$ cat src/rtl/bp_me_wormhole_mem_responder.sv
// bp_me_wormhole_mem_responder: reassembles wormhole command packets into memory commands and serializes responses back to the sender.
module bp_me_wormhole_mem_responder #(
  parameter int flit_width_p = 64,
  parameter int cord_width_p = 8,
  parameter int len_width_p = 4,
  parameter int cid_width_p = 2,
  parameter int cmd_payload_width_p = 200,
  parameter int resp_payload_width_p = 200,
  parameter int link_width_lp = flit_width_p + 2
) (
  input  logic clk_i,
  input  logic reset_i,
  input  logic [cord_width_p-1:0] my_cord_i,
  input  logic [link_width_lp-1:0] cmd_link_i,
  output logic [link_width_lp-1:0] cmd_link_o,
  input  logic [link_width_lp-1:0] resp_link_i,
  output logic [link_width_lp-1:0] resp_link_o,
  output logic [cmd_payload_width_p-1:0] mem_cmd_o,
  output logic mem_cmd_v_o,
  input  logic mem_cmd_yumi_i,
  input  logic [resp_payload_width_p-1:0] mem_resp_i,
  input  logic [len_width_p-1:0] mem_resp_len_i,
  input  logic mem_resp_v_i,
  output logic mem_resp_ready_o
);
  localparam int hdr_w_lp = 2*cord_width_p + len_width_p + cid_width_p;
  localparam int cmd_flits_lp = (hdr_w_lp + cmd_payload_width_p + flit_width_p - 1) / flit_width_p;
  localparam int resp_flits_lp = (hdr_w_lp + resp_payload_width_p + flit_width_p - 1) / flit_width_p;
  localparam int cmd_idx_w_lp = cmd_flits_lp > 1 ? $clog2(cmd_flits_lp) : 1;
  localparam int resp_idx_w_lp = resp_flits_lp > 1 ? $clog2(resp_flits_lp) : 1;
  localparam int resp_flat_w_lp = resp_flits_lp * flit_width_p;
  typedef enum logic [1:0] {e_rx, e_cmd, e_wait, e_tx} state_e;
  state_e state;
  logic [len_width_p-1:0] cnt, len_r, resp_len_r;
  logic [cid_width_p-1:0] cid_r;
  logic [cord_width_p-1:0] src_r;
  logic [cmd_flits_lp-1:0][flit_width_p-1:0] cmd_buf;
  logic [resp_flits_lp-1:0][flit_width_p-1:0] resp_buf;
  logic [cmd_flits_lp*flit_width_p-1:0] cmd_flat;
  logic [resp_flat_w_lp-1:0] resp_pkt;
  logic [flit_width_p-1:0] cmd_data;
  logic [len_width_p-1:0] rx_len;
  logic cmd_v, rx_ready, rx_last, tx_v, tx_go, tx_last;
  assign cmd_v = cmd_link_i[link_width_lp-1];
  assign cmd_data = cmd_link_i[flit_width_p:1];
  assign rx_ready = (state == e_rx) & ~reset_i;
  // Flit 0 carries the length itself, so the last-flit test must look at the live header.
  assign rx_len = (cnt == '0) ? cmd_data[cord_width_p +: len_width_p] : len_r;
  assign rx_last = (cnt == rx_len);
  assign tx_v = (state == e_tx);
  assign tx_go = tx_v & resp_link_i[0];
  assign tx_last = (cnt == resp_len_r);
  assign cmd_flat = cmd_buf;
  assign resp_pkt = resp_flat_w_lp'({mem_resp_i, my_cord_i, cid_r, mem_resp_len_i, src_r});
  assign cmd_link_o = {(flit_width_p + 1)'(0), rx_ready};
  assign resp_link_o = {tx_v, tx_v ? resp_buf[cnt[resp_idx_w_lp-1:0]] : flit_width_p'(0), 1'b0};
  assign mem_cmd_o = cmd_flat[hdr_w_lp +: cmd_payload_width_p];
  assign mem_cmd_v_o = (state == e_cmd);
  assign mem_resp_ready_o = (state == e_wait);
  always_ff @(posedge clk_i) begin
    if (reset_i) begin
      state <= e_rx;
      cnt <= '0;
      len_r <= '0;
      resp_len_r <= '0;
      cid_r <= '0;
      src_r <= '0;
    end else begin
      case (state)
        e_rx: if (cmd_v) begin
          if (cnt == '0) begin
            assert (rx_len < len_width_p'(cmd_flits_lp));
            for (int i = 1; i < cmd_flits_lp; i++) cmd_buf[i] <= '0;
            len_r <= rx_len;
            cid_r <= cmd_data[cord_width_p + len_width_p +: cid_width_p];
            src_r <= cmd_data[cord_width_p + len_width_p + cid_width_p +: cord_width_p];
          end
          cmd_buf[cnt[cmd_idx_w_lp-1:0]] <= cmd_data;
          cnt <= rx_last ? '0 : cnt + 1'b1;
          state <= rx_last ? e_cmd : e_rx;
        end
        e_cmd: state <= mem_cmd_yumi_i ? e_wait : e_cmd;
        e_wait: if (mem_resp_v_i) begin
          resp_buf <= resp_pkt;
          resp_len_r <= mem_resp_len_i;
          cnt <= '0;
          state <= e_tx;
        end
        e_tx: if (tx_go) begin
          cnt <= tx_last ? '0 : cnt + 1'b1;
          state <= tx_last ? e_rx : e_tx;
        end
        default: state <= e_rx;
      endcase
    end
  end
endmodule

$ cat config.mk
export PLATFORM = sky130hd
export DESIGN_NAME = bp_me_wormhole_mem_responder
export DESIGN_NICKNAME = d
export VERILOG_FILES = /design/src/rtl/bp_me_wormhole_mem_responder.sv
export SDC_FILE = /design/constraint.sdc
export NUM_CORES = 1
export LEC_CHECK = 0
export ABC_AREA = 1
export BUFFER_PORTS_ARGS = -buffer_cell sky130_fd_sc_hd__buf_2
export CAP_MARGIN = 5
export CORE_AREA = 2 2 262 264
export DETAILED_ROUTE_END_ITERATION = 7
export DIE_AREA = 0 0 264 266
export SYNTH_ARGS = -nofsm -noshare
export SYNTH_HDL_FRONTEND = slang
export SYNTH_SLANG_ARGS = --single-unit
$ cat constraint.sdc
create_clock -name clk_i -period 18.4 [get_ports clk_i]
set_clock_uncertainty 0.2 [all_clocks]
set_input_delay 0 -clock clk_i [delete_from_list [all_inputs] [get_ports clk_i]]
set_output_delay 0 -clock clk_i [all_outputs]
set_load 0.02 [all_outputs]
=== Word-level counts from Yosys, hierarchy flattened ===
Cells that the tools add are included.

* Register bits after elaboration: 502
* Input port bits: 348
* Output and inout port bits: 334
* Word-level logic and storage cells: 62

* $add $sub $neg: 1
* Order comparisons: 2
* Eq/ne operators: 8
* Muxes and demuxes: 24
* Bitwise operators: 3
* Reduce and logical (&&, ||, !) cells: 10

{| class="wikitable"
|+ Operator list
! kind !! number
|-
| $mux 192 || 4
|-
| $bwmux 256 || 1
|-
| $mux 64 || 3
|-
| $bmux 64 s2 || 1
|-
| $demux 64 s2 || 1
|-
| $mux 4 || 6
|-
| $pmux 4 s3 || 1
|-
| $reduce_and 3->1 || 4
|-
| $mux 2 || 5
|-
| $eq 4x4->1 || 2
|-
| $pmux 2 s4 || 1
|-
| $add 4x1->4 const B || 1
|-
| $eq 2x2->1 const B || 2
|-
| $logic_not 4->1 || 1
|-
| $ne 2x2->1 const B || 2
|-
| $reduce_and 4->1 || 1
|-
| $lt 2x3->1 const B || 1
|-
| $reduce_bool 3->1 || 1
|-
| $and 1x1->1 || 2
|-
| $eq 2x1->1 const B || 1
|-
| $ge 2x1->1 const B || 1
|-
| $logic_not 2->1 || 1
|-
| $ne 2x1->1 const B || 1
|-
| $reduce_and 2->1 || 1
|-
| other kinds (3) || 3
|}

=== Logic depth before layout (Yosys ltp) ===
* Depth after elaboration: 6
* Depth in mapped cells: 16
* Mapped depth without buffers: 12

=== Worst setup path after synthesis ===
OpenSTA, ideal clock, no wires.

* Path kind: register to register
* Start point: reg state[1]
* End point: reg resp_buf[0] in the netlist's numbering (enable)
* Setup time: 0.809 ns
* Arrival: 10.023 ns
* Data required time: 17.391 ns
* Setup slack: 7.368 ns
* Stages on the path, launching flop included: 5
* Period minus slack after synthesis: 11.032 ns
* Path through: dfxtp_1 inv_1 nor2_4 nand2_1 nor2_1

* Word-level cells in the longest chain between the ends: 2

{| class="wikitable"
|+ RTL lines
! what !! RTL line !! RTL
|-
| start, declared || 33 || <nowiki>state_e state;</nowiki>
|-
| start signal, assigned || 62 || <nowiki>state <= e_rx;</nowiki>
|-
| start signal, assigned || 80 || <nowiki>state <= rx_last ? e_cmd : e_rx;</nowiki>
|-
| start signal, assigned || 82 || <nowiki>e_cmd: state <= mem_cmd_yumi_i ? e_wait : e_cmd;</nowiki>
|-
| $eq 2x2->1 || - ||
|-
| net mem_resp_ready_o || 24 || <nowiki>output logic mem_resp_ready_o</nowiki>
|-
| $reduce_and 3->1 (no source line) || - ||
|-
| end signal, assigned || 84 || <nowiki>resp_buf <= resp_pkt;</nowiki>
|-
| end, declared || 38 || <nowiki>logic [resp_flits_lp-1:0][flit_width_p-1:0] resp_buf;</nowiki>
|}

The timed path passes the listed nets, and every way through them passes these cells.
A chain may end at the register's enable or synchronous reset.

=== Worst setup path after layout ===
* Start point: reg cnt[0]
* End point: out resp_link_o[17]

* Word-level cells in the longest chain between the ends: 3

{| class="wikitable"
|+ RTL lines
! what !! RTL line !! RTL
|-
| start, declared || 34 || <nowiki>logic [len_width_p-1:0] cnt, len_r, resp_len_r;</nowiki>
|-
| start signal, assigned || 79 || <nowiki>cnt <= rx_last ? '0 : cnt + 1'b1;</nowiki>
|-
| start signal, assigned || 90 || <nowiki>cnt <= tx_last ? '0 : cnt + 1'b1;</nowiki>
|-
| $bmux 64 s2 || 56 || <nowiki>assign resp_link_o = {tx_v, tx_v ? resp_buf[cnt[resp_idx_w_lp-1:0]] : flit_width_p'(0), 1'b0};</nowiki>
|-
| $mux 64 (not written as such) || 56 ||
|-
| $mux 64 || 56 ||
|-
| end, declared || 17 || <nowiki>output logic [link_width_lp-1:0] resp_link_o,</nowiki>
|}

No other way between the ends. The select of a mux whose other input is x is not followed.

==> impl_metrics.yaml <==
outcome:
  status: "finished clean"
timing:
  relSlewSlack_pct: 28.5
  final.min_clock_period_ns: 3.53
  drv_slew: 0
  hold_ws_ns: 0.0446
  fmax_ghz: 0.283
  min_period_over_period_pct: 19.2
  worst_pin_slew_ns: 1.07
  setup_tns_ns: 0
  setup_viol: 0
  hold_viol_final: 0
  rsz0062_at_grt: "no"
clock_network:
  cts_root_buf: "clkbuf_16"
  cts_tree: "yes"
  cts_buffers: 51
  clockBufferDepth: 3
  htreeDepth: 2
  insertion_delay_ns: 0.59
  ctsResizeCount: 0
  cts_sinks: 446
  clk_pin_slew_ns: 0.06
critical_path:
  r2r-start: "cnt[0]$_SDFFE_PP0P_"
  reg2reg_slack_ns: 15.00
  crit_start: "cnt[0]$_SDFFE_PP0P_"
  worst_r2r_endpoint: "mem_cmd_o[95]$_DFFE_PP_"
  worst_ep_arrival_time_ns: 3.33
  path_class: "flop to output pin"
  reg2reg_depth: 5
  path_max_fanout: 50
  cp-start-kind: "flop"
  required_ns: 18.20
  endpoint_kind: "output pin"
global_routing:
  gr-usage-all-layers_pct: 16.3
  overflow: 0
  grt_max_degree: 79
  grt_pass1_wl_um: 88400
  grt_pass1_vias: 15700
  antenna_found_initial: 6
logic_synthesis:
  ys_ff_latch: 446
  synth-seq-area-share_pct: 75.5
  synth_area_um2: 17400
  ys_types: 32
  synthCells: 1382
  yosys_warnings: 0
  synth.avg_cell_area_um2: 12.6
finish:
  final_common_cell: "dlygate4sd3_1"
  nFillCells: 6070
  final_cell_mix: "dlygate4sd3_1, buf_2, edfxtp_1"
  fin_cells: 3414
  areaGrowthSynthToFinish_pct: 61.6
  fin_nets: 2838
  final_core_util_pct: 41.5
  final_area_um2: 28100
  drive_above_1_share_pct: 26.3
hold_path:
  min_path_cells: 2
  hold_path.class: "input pin to flop"
  worstHoldStart: "cmd_link_i[52]"
  min_to: "mem_cmd_o[29]$_DFFE_PP_"
place:
  routabilityCongestion: 0.808
  dpl.cell_count: 2763
  io_buffer_count: 549
  place_area_um2: 20900
  dp_hpwl_um: 34900
power:
  p_switching_mw: 1.04
  power_leakage_nw: 12.4
  ir_worst_vdd_v: 0.0000909
  internal_power_mw: 2.15
  p_sw_share_pct: 32.6
  combPwrFrac_pct: 26.3
  cellPowerDensity_nw_per_um2: 113
  clock_power_share_pct: 32.6
  seq_power_share_pct: 41.1
die:
  die_w_um: 264
  row_count: 96
  start_util_pct: 25.7
  dieArea_um2: 70200
  die-height_um: 266
  core_area_um2: 67700
  io_pins: 682
job:
  max_cap_viol_count: 0
routing:
  routed_wl_um: 59900
  drt_iter0_markers: 1165
  drc: 0
  via_per_inst: 4.25
  post_drt_wl_per_cell_um: 17.5
  drtAntennaViolNets: 0
  drt_first_pass_iters: 5
  vias: 14500
[cells in the mapped netlist]
| cell | number | share of area (%) |
|---|---|---|
| o21ai_0 | 79 | 2.3 |
| buf_2 | 17 | 0.49 |
| nand2_2 | 3 | 0.11 |
| nand3_1 | 16 | 0.46 |
| nor3_1 | 1 | 0.029 |
| or2_4 | 1 | 0.050 |
| ha_1 | 4 | 0.29 |
| clkbuf_1 | 30 | 0.65 |
| buf_4 | 69 | 3.0 |
| buf_6 | 1 | 0.065 |
| a31oi_1 | 12 | 0.43 |
| inv_2 | 3 | 0.065 |
| nand4_1 | 1 | 0.036 |
| buf_1 | 13 | 0.28 |
| o21ai_1 | 2 | 0.057 |
| xnor2_1 | 4 | 0.20 |
| nand3b_1 | 1 | 0.043 |
| nand2_4 | 1 | 0.065 |
| nand2_1 | 241 | 5.2 |
| inv_1 | 178 | 3.8 |
| a211oi_1 | 1 | 0.043 |
| edfxtp_1 | 422 | 73 |
| a22oi_1 | 20 | 0.86 |
| mux2i_1 | 1 | 0.057 |
| dfxtp_1 | 24 | 2.8 |
| a21boi_1 | 1 | 0.043 |
| xor2_1 | 3 | 0.15 |
| nor2_4 | 4 | 0.26 |
| nand3_4 | 1 | 0.10 |
| conb_1 | 1 | 0.022 |
| nor2_1 | 167 | 3.6 |
| a21oi_1 | 60 | 1.7 |
[through the flow]
stage / total power [mW] / worst slack [ns]
floorplan: 1.80 / 7.37
global placement: 2.05 / 14.92
detailed placement: 2.07 / 14.87
CTS: 3.21 / 14.76
global route: 3.34 / 14.68
finish: 3.19 / 14.87
[flip-flops by register name, indices dropped and copies added (netlist names)]
signal	flops
mem_cmd_o	200
len_r	4
resp_buf	222
src_r	8
state	2
cnt	4
cid_r	2
resp_len_r	4
[power by group through the flow]
| stage | combinational, mW | sequential [mW] | clock, mW |
|---|---|---|---|
| 2_1_floorplan | 0.369 | 1.43 | 0 |
| 3_3_place_gp | 0.727 | 1.32 | 0 |
| 3_5_place_dp | 0.739 | 1.33 | 0 |
| 4_1_cts | 0.834 | 1.31 | 1.06 |
| 5_1_grt | 0.916 | 1.32 | 1.10 |
| 6_report | 0.838 | 1.31 | 1.04 |
[how the worst max path moves through the flow]
stage | end | slack [ns]
after floorplan | resp_buf[0]$_DFFE_PP_ | 7.37
after global placement | mem_cmd_o[95]$_DFFE_PP_ | 14.92
after detailed placement | mem_cmd_o[95]$_DFFE_PP_ | 14.87
after CTS | resp_link_o[17] | 14.76
after global routing | resp_link_o[17] | 14.68
final | resp_link_o[17] | 14.87
[kinds of logic (layout without fill, tap and decap cells)]
group                    after synthesis  after routing  share of synthesized area, %
buffers and inverters                311           1391                          8.36
AND/OR/NAND/NOR                      437            437                          9.95
XOR/XNOR                               7              7                         0.352
adder cells (fa/ha/maj)                4              4                         0.287
multiplexers                           1              1                        0.0575
other                                  1             71                        0.0215
AO/OA/AOI/OAI                        175            175                          5.43
flip-flops                           446            446                          75.5
[routing by layer]
metal / vias up / track usage, % / part of all wire (%)
met5: - / 0 / 0.022
met4: 2 / 7.46 / 4.1
met3: 142 / 5.46 / 9.2
met2: 731 / 29.4 / 50
met1: 6931 / 17.2 / 36
li1: 6717 / - / -
[worst max-delay path: stages (launching register included)]
cell     delay [ns]
dfxtp_4        0.56
buf_4          0.62
nand2_1        0.11
inv_1          0.24
buf_4          0.48
a22oi_1        0.20
a21oi_1        0.29
buf_2          0.23
[cell type report]
type                            count  area [um2]  area share (%)
Antenna cell                        5        12.5          0.0445
Inverter                          181         679            2.41
Timing Repair Buffer             1116        8390            29.8
Multi-Input combinational cell    690        3090            11.0
Clock buffer                       63        1370            4.87
Sequential cell                   446       13200            46.8
Tap cell                          882        1100            3.92
Clock inverter                     31         334            1.19
[timing repair]
item | 4_1_cts | 5_1_grt
hold buffers | 552 | 0
endpoints found under the hold margin | 436 | 0
setup buffers | 0 | 0
(Power assumes the default switching activity.)
